--- src/rtl/rr_chan_mux_pkg.sv ---
// Shared types and helpers for the round-robin channel mux and its arbiter.
package rr_chan_mux_pkg;

  localparam int DEF_N_CH   = 8;
  localparam int DEF_DATA_W = 8;

  typedef enum logic {
    EMPTY = 1'b0,
    FULL  = 1'b1
  } state_t;

  // Explicit wrap keeps the pointer in range when n is not a power of two.
  function automatic int next_ptr(input int g, input int n);
    return (g == n - 1) ? 0 : g + 1;
  endfunction

endpackage

--- src/rtl/rr_arbiter.sv ---
// Combinational rotating-priority encoder: first set req bit at or after ptr,
// wrapping from N_CH-1 back to 0.
module rr_arbiter
  import rr_chan_mux_pkg::*;
#(
  parameter  int N_CH = DEF_N_CH,
  localparam int CH_W = $clog2(N_CH)
) (
  input  logic [N_CH-1:0] req,
  input  logic [CH_W-1:0] ptr,
  output logic [CH_W-1:0] grant_idx,
  output logic            any
);

  logic [2*N_CH-1:0] rot;

  // Rotated view: rot[k] is the request of channel (ptr + k) mod N_CH.
  assign rot = {req, req} >> ptr;

  always_comb begin
    int idx;
    grant_idx = '0;
    any       = 1'b0;
    idx       = 0;
    for (int k = N_CH - 1; k >= 0; k--) begin
      if (rot[k]) begin
        idx = int'(ptr) + k;
        if (idx >= N_CH) idx = idx - N_CH;
        grant_idx = CH_W'(idx);
        any       = 1'b1;
      end
    end
  end

endmodule

--- src/rtl/rr_chan_mux.sv ---
// N-channel to 1 valid/ready mux with round-robin arbitration and a registered
// output word. Define RR_CHAN_MUX_PRIO0_EN to give channel 0 strict priority.
//
// state | meaning
// EMPTY | output register holds no word, out_valid low
// FULL  | output register holds a word, out_valid high
module rr_chan_mux
  import rr_chan_mux_pkg::*;
#(
  parameter  int N_CH   = DEF_N_CH,
  parameter  int DATA_W = DEF_DATA_W,
  localparam int CH_W   = $clog2(N_CH)
) (
  input  logic                     clk,
  input  logic                     rst,
  input  logic [N_CH-1:0]          in_valid,
  input  logic [N_CH*DATA_W-1:0]   in_data,
  output logic [N_CH-1:0]          in_ready,
  output logic                     out_valid,
  output logic [DATA_W-1:0]        out_data,
  output logic [CH_W-1:0]          out_ch,
  input  logic                     out_ready
);

  state_t            state_q, state_d;
  logic [CH_W-1:0]   rr_ptr;
  logic [CH_W-1:0]   arb_g, g;
  logic              arb_any, any;
  logic              accept, in_fire, out_fire, ptr_upd;
  logic [DATA_W-1:0] sel_data;

  rr_arbiter #(.N_CH(N_CH)) u_arb (
    .req       (in_valid),
    .ptr       (rr_ptr),
    .grant_idx (arb_g),
    .any       (arb_any)
  );

`ifdef RR_CHAN_MUX_PRIO0_EN
  // Channel 0 overrides rotation and leaves the pointer where it was.
  assign g       = in_valid[0] ? '0 : arb_g;
  assign any     = in_valid[0] | arb_any;
  assign ptr_upd = in_fire & ~in_valid[0];
`else
  assign g       = arb_g;
  assign any     = arb_any;
  assign ptr_upd = in_fire;
`endif

  assign out_valid = (state_q == FULL);
  assign accept    = ~out_valid | out_ready;
  assign in_fire   = accept & any & ~rst;
  assign out_fire  = out_valid & out_ready;
  assign in_ready  = in_fire ? (N_CH'(1) << g) : '0;

  always_comb begin
    sel_data = '0;
    for (int i = 0; i < N_CH; i++) begin
      if (g == CH_W'(i)) sel_data = in_data[i*DATA_W +: DATA_W];
    end
  end

  always_comb begin
    state_d = state_q;
    case (state_q)
      EMPTY:   if (in_fire) state_d = FULL;
      FULL:    if (out_fire && !in_fire) state_d = EMPTY;
      default: state_d = EMPTY;
    endcase
  end

  always_ff @(posedge clk) begin
    if (rst) state_q <= EMPTY;
    else     state_q <= state_d;
  end

  always_ff @(posedge clk) begin
    if (rst) begin
      out_data <= '0;
      out_ch   <= '0;
      rr_ptr   <= '0;
    end else if (in_fire) begin
      out_data <= sel_data;
      out_ch   <= g;
      if (ptr_upd) rr_ptr <= CH_W'(next_ptr(int'(g), N_CH));
    end
  end

endmodule
--- config.mk ---
export PLATFORM = sky130hd
export DESIGN_NAME = rr_chan_mux
export DESIGN_NICKNAME = d
export VERILOG_FILES = /design/src/rtl/rr_chan_mux_pkg.sv /design/src/rtl/rr_arbiter.sv /design/src/rtl/rr_chan_mux.sv
export SDC_FILE = /design/constraint.sdc
export NUM_CORES = 1
export LEC_CHECK = 0
export CAP_MARGIN = 20
export CORE_ASPECT_RATIO = 0.9
export CORE_MARGIN = 5
export CORE_UTILIZATION = 44
export CTS_BUF_LIST = sky130_fd_sc_hd__clkbuf_16
export CTS_CLUSTER_DIAMETER = 60
export DETAILED_ROUTE_END_ITERATION = 10
export PLACE_DENSITY = 0.81
export SETUP_SLACK_MARGIN = 0.2
export SLEW_MARGIN = 5
export SYNTH_ARGS = -nofsm -noshare
export SYNTH_HDL_FRONTEND = slang
export SYNTH_SLANG_ARGS = --single-unit
--- constraint.sdc ---
create_clock -name clk -period 4.96 [get_ports clk]
set_clock_uncertainty 0.1 [all_clocks]
set_input_delay 0.992 -clock clk [delete_from_list [all_inputs] [get_ports clk]]
set_output_delay 0.992 -clock clk [all_outputs]
set_load 0.02 [all_outputs]
# == Word level (Yosys, flattened, before mapping) ==
# Index checks and enable logic that the tools add are counted.
# word_totals
register_bits,15
inputBits,75
out_inout_bits,20
wordCells,84
# op_classes
add_sub_neg,16
n_lt_le_gt_ge,8
eq_ne,8
shifts,2
muxes,37
n_bitwise,6
n_reduce_logical,3
# ops
cell,count
8-bit two-way mux,9
3-bit two-way mux,17
4-bit greater-or-equal comparator (second input constant),7
3-bit by 1-bit subtractor with 3-bit output (second input constant),8
3-bit by 3-bit adder with 4-bit output (second input constant),4
16-bit by 3-bit >> shifter with 8-bit output,1
3-bit equality test (second input constant),4
1-bit two-way mux,10
3-bit by 2-bit adder with 4-bit output (second input constant),2
1-bit by 3-bit << shifter with 8-bit output (first input constant),1
3-bit by 1-bit equality test with 1-bit output (second input constant),2
3-bit by 2-bit equality test with 1-bit output (second input constant),2
3-bit by 1-bit adder with 4-bit output (second input constant),1
3-bit by 4-bit greater-or-equal comparator with 1-bit output (second input constant),1
3-bit by 1-bit adder with 3-bit output (second input constant),1
1-bit AND,3
3-bit zero test,1
1-bit NOT,2
1-bit case mux with 2 select lines,1
1-bit logical AND,1
1-bit zero test,1
1-bit bitwise OR,1

# == Depth between registers and ports, before layout ==
# depth
depth_word,20
depth_mapped,19
mapped_depth_nobuf,15

# == Modules after synthesis ==
# Synthesis repeated with hierarchy kept, for this count alone.
# hier_totals
cells_unflattened,336
hier_area_um2,2429.8
# by_module_without_submodules
module,n_inst,cells_each,area_each_um2,seq_area_each_um2
rr_chan_mux,1,221,1505.2,300.3
rr_arbiter,1,115,924.6,0.0

# == Worst setup path after synthesis ==
# OpenSTA, ideal clock, no wires.
# synth_path
path_kind,input -> output
start,input in_valid[0]
end,output in_ready[2]
arrival_ns,3.741
required_time_ns,3.868
setup_slack_ns,0.127
cell_stages,11
n_path_buf,1
path_cell_list,mux4_2 mux2_2 o311ai_0 o21ai_0 o21ai_0 a41oi_1 inv_1 ha_1 clkinv_1 clkbuf_1 nor3_1
# synth_between
elab_cells_between_ends,21
classes_between,shift: 2; mux: 17; bitwise: 2
# synth_rtl
item,line,source
"start, declared",rr_chan_mux.sv:16,"input logic [N_CH-1:0] in_valid,"
16-bit by 3-bit >> shifter with 8-bit output (*),rr_arbiter.sv:18,"assign rot = {req, req} >> ptr;"
3-bit two-way mux (7 in a row),rr_arbiter.sv:26,if (rot[k]) begin
3-bit two-way mux (*),rr_arbiter.sv:26,
named net arb_g[1],rr_chan_mux.sv:27,"logic [CH_W-1:0] arb_g, g;"
1-bit by 3-bit << shifter with 8-bit output (*),rr_chan_mux.sv:54,assign in_ready = in_fire ? (N_CH'(1) << g) : '0;
8-bit two-way mux (*),rr_chan_mux.sv:54,
"end, declared",rr_chan_mux.sv:18,"output logic [N_CH-1:0] in_ready,"
# Mark *: on every way through the listed nets, which the timed path passes. The rest lies on a longest branch.

# == Worst setup path in the final report ==
# layout_path
start,input in_valid[4]
end,output in_ready[7]
# Same word-level chain as after synthesis.

==> impl_results.md <==
* Post-Syn Area at roughly 2200 um^2
* DRT iter0 DRCs at ~330
* Placer Congestion at slightly below 0.9
* Fin area at roughly 3800 um^2
* Largest net degree at the start of global routing at 22
* Antenna violations before repair at 0
* Critical Path RT at between 3 and 4 ns
* Max Cap Viol at 0
* Cell-by-cell listing of the critical path: dlygate4sd2_1, buf_4, mux4_2, buf_4, a21o_4, nor4b_4, a21oi_1, o21ai_1, a41oi_2, inv_2, ha_4, ha_2, and2_4, buf_6
* CP Launch Type: primary input
* Hold Slack at 0.384 ns
* Rows at 24
* Max VDD drop at between 500 and 600 uV
* Worst-path clk slew at 0.05 ns
* Wire per inst at 19.5 um
* Final setup vio count at 0
* DRT antenna net count at 0
* CTS Hold Bufs at 0
* CP dominant cell by count: buf_4
* I/O Buffers at 94
* Post-placement worst setup slack at -0.587 ns
* Register area at 300 um^2
* Leak at approximately 0.0015 uW
* Horiz. Die Dim at 84.8 um
* FFs w/ async S/R, synth at 0%
* Die Footprint at roughly 6600 um^2
* Clock Latency Late Sink at about 0.24 ns
* Slowest stage delay, CP at ~0.48 ns
* Final worst path period share at 93.8%
* Worst setup EP type: output port
* Area Growth Syn to Fin at 69.8%
* Fmax at roughly 210 MHz
* Die Height at slightly below 80 um
* Flops & latches, synth at 15
* Combinational power share at approximately 86%
* Vias in the first global route at roughly 3,000
* Status: completed
* Netlist cell types at roughly 60
* Switch Pwr at ~1300 uW
* CP max-delay cell: mux4_2
* CP max FO at 4
* Synth top area share at 13.6%
* Total of warnings raised by yosys at 0
* Avg Cell Area, Syn at 7.97 um^2
* Post-Route WL at roughly 9.3 mm
* HPWL after DPL at between 7 and 8 mm
* Synth Flop Type: dfxtp_1
* I/O Pins at 95
* Flop pwr share at under 10%
* Multi-input gate area at about 1900 um^2
* Min-delay worst type: flip-flop to flip-flop
* Worst path arrival time at roughly 3.6 ns
* Clock Power Share at under 10%
* Vias at approximately 3,000
* Post-synth EDFFs at 0
* Most common cell in the netlist: o21ai_0
* Synth area leaders: dfxtp_1, mux4_2, mux2i_1, ha_1, o21ai_0
* RSZ-0062 raised after global routing: no
* Setup_tns at 0 ns
* Root Driver: clkbuf_16
* Synth top cells by count: o21ai_0, nand2_1, a21oi_1, clkbuf_1, dfxtp_1
* Grt ovf at 0
* NumNets Final at about 490
* CTS tree: yes
* Sinks on Clock Net at 15
* 1st-pass router iterations at 5
* GRT Total Usage at about a quarter
* Htree depth at 1
* Power Density at 661 nW/um^2
* CORE AREA at approximately 4900 um^2
* Crit path kind: primary input to output port
* Residual DRC count at 0
* # diodes at 0
* Post-Syn Nets at roughly 360
* Slew @ Worst Pin at approximately 0.74 ns
* Seq/Total Area, Yosys at between 10% and 20%
* Clock Path Buffers at 2
* Cell count after synthesis at roughly 280
* TritonCTS buffer count at 3
* Layout cells sized above 1 at roughly 30%
* Post-synth top area cell: dfxtp_1
* Clock period minus worst slack at roughly 4.7 ns
* Filler cells at ~330
* Vias per cell at around 6.3
* Hold Vio Cnt, Final at 0
* Initial Util at a little under half
* Int Pwr at approximately 1200 uW
* Sw frac at about half
* Global-route wire length before repair at between 10 and 15 mm
* Slew HR at 50.7%
* Slew Limit Fails at 0
* Fin worst setup slack at between 0.3 and 0.4 ns
* Cell Area, Placed at 3530 um^2
[final cells by class]
class / count / area share (%)
Timing Repair Buffer: 156 / 37.1
Tap cell: 65 / 2.16
Inverter: 9 / 0.965
Sequential cell: 15 / 7.98
Multi-Input combinational cell: 226 / 49.7
Clock buffer: 3 / 2.00
Clock inverter: 1 / 0.0998
[logic make-up (layout without fill, tap and decap cells)]
family | Yosys count | count (layout) | share of synthesized area, %
adders and majority gates | 8 | 8 | 4.52
and+or+nand+nor | 82 | 82 | 20.3
buffers and inverters | 37 | 169 | 8.70
muxes | 25 | 25 | 16.2
DFF | 15 | 15 | 13.6
AOI/OAI and AO/OA | 111 | 111 | 36.7
[flip-flops by register name, indices dropped and copies added, names as in the netlist]
name       cells
out_data       8
rr_ptr         3
out_valid      1
out_ch         3
[critical path, delay by kind of cell]
family          cells  cell delay, ns
buf+inv             5            0.82
compound gates      4            0.50
simple gates        2            0.43
mux                 1            0.48
fa+ha+maj           2            0.33
[through the flow]
step | power (uW) | instances | utilization [%]
2_1_floorplan | 1390 | 278 | -
3_3_place_gp | 2030 | 468 | 72.5
3_5_place_dp | 2080 | 468 | 72.5
4_1_cts | 2350 | 475 | 75.6
5_1_grt | 2640 | 475 | 77.3
6_report | 2490 | 475 | 77.3
[per-layer routing]
metal	global-route usage, %	vias to the layer above	wire (um)	part of all wire [%]
li1	-	1367	-	-
met1	34.7	1435	3710	40
met2	45.2	176	4680	50
met3	3.75	25	678	7.3
met4	8.23	0	214	2.3
met5	0	-	0	0
[power by group through the flow]
| stage | registers, uW | logic [uW] | clock network, uW |
|---|---|---|---|
| after floorplan | 215 | 1180 | 0 |
| after global placement | 201 | 1830 | 0 |
| after detailed placement | 202 | 1880 | 0 |
| after CTS | 201 | 1990 | 158 |
| after global routing | 209 | 2260 | 164 |
| final | 202 | 2130 | 156 |
[final timing paths]
| path | start | endpoint | slack, ns | depth (start not counted) |
|---|---|---|---|---|
| setup / recovery | in_valid[4] | in_ready[7] | 0.31 | 14 |
| hold reg to reg | out_ch[2] | out_ch[2] | 0.38 | 2 |
| hold / removal | out_ch[2] | out_ch[2] | 0.38 | 2 |
| setup reg to reg | rr_ptr[2] | out_data[1] | 0.87 | 15 |
[cells in the final DEF (no fill, tap or decap), types with 7 or more instances in the layout]
master | synthesis | final
mux2i_1 | 11 | 9
nand2_1 | 19 | 19
dfxtp_1 | 15 | 15
nor2_1 | 12 | 12
clkdlybuf4s50_1 | 0 | 78
o21ai_0 | 20 | 16
a21oi_1 | 18 | 17
buf_4 | 2 | 64
nand3_1 | 11 | 11
a31o_1 | 11 | 11
a31oi_1 | 7 | 7
a221oi_1 | 8 | 8
mux4_2 | 7 | 7
[repair_timing]
item                       in CTS  in global routing
pin swaps                       8                  3
cloned                          0                  0
buffers inserted                3                  0
setup endpoints to repair      12                 14
resized for setup              67                 23
Power figures use the tool's default switching activity.
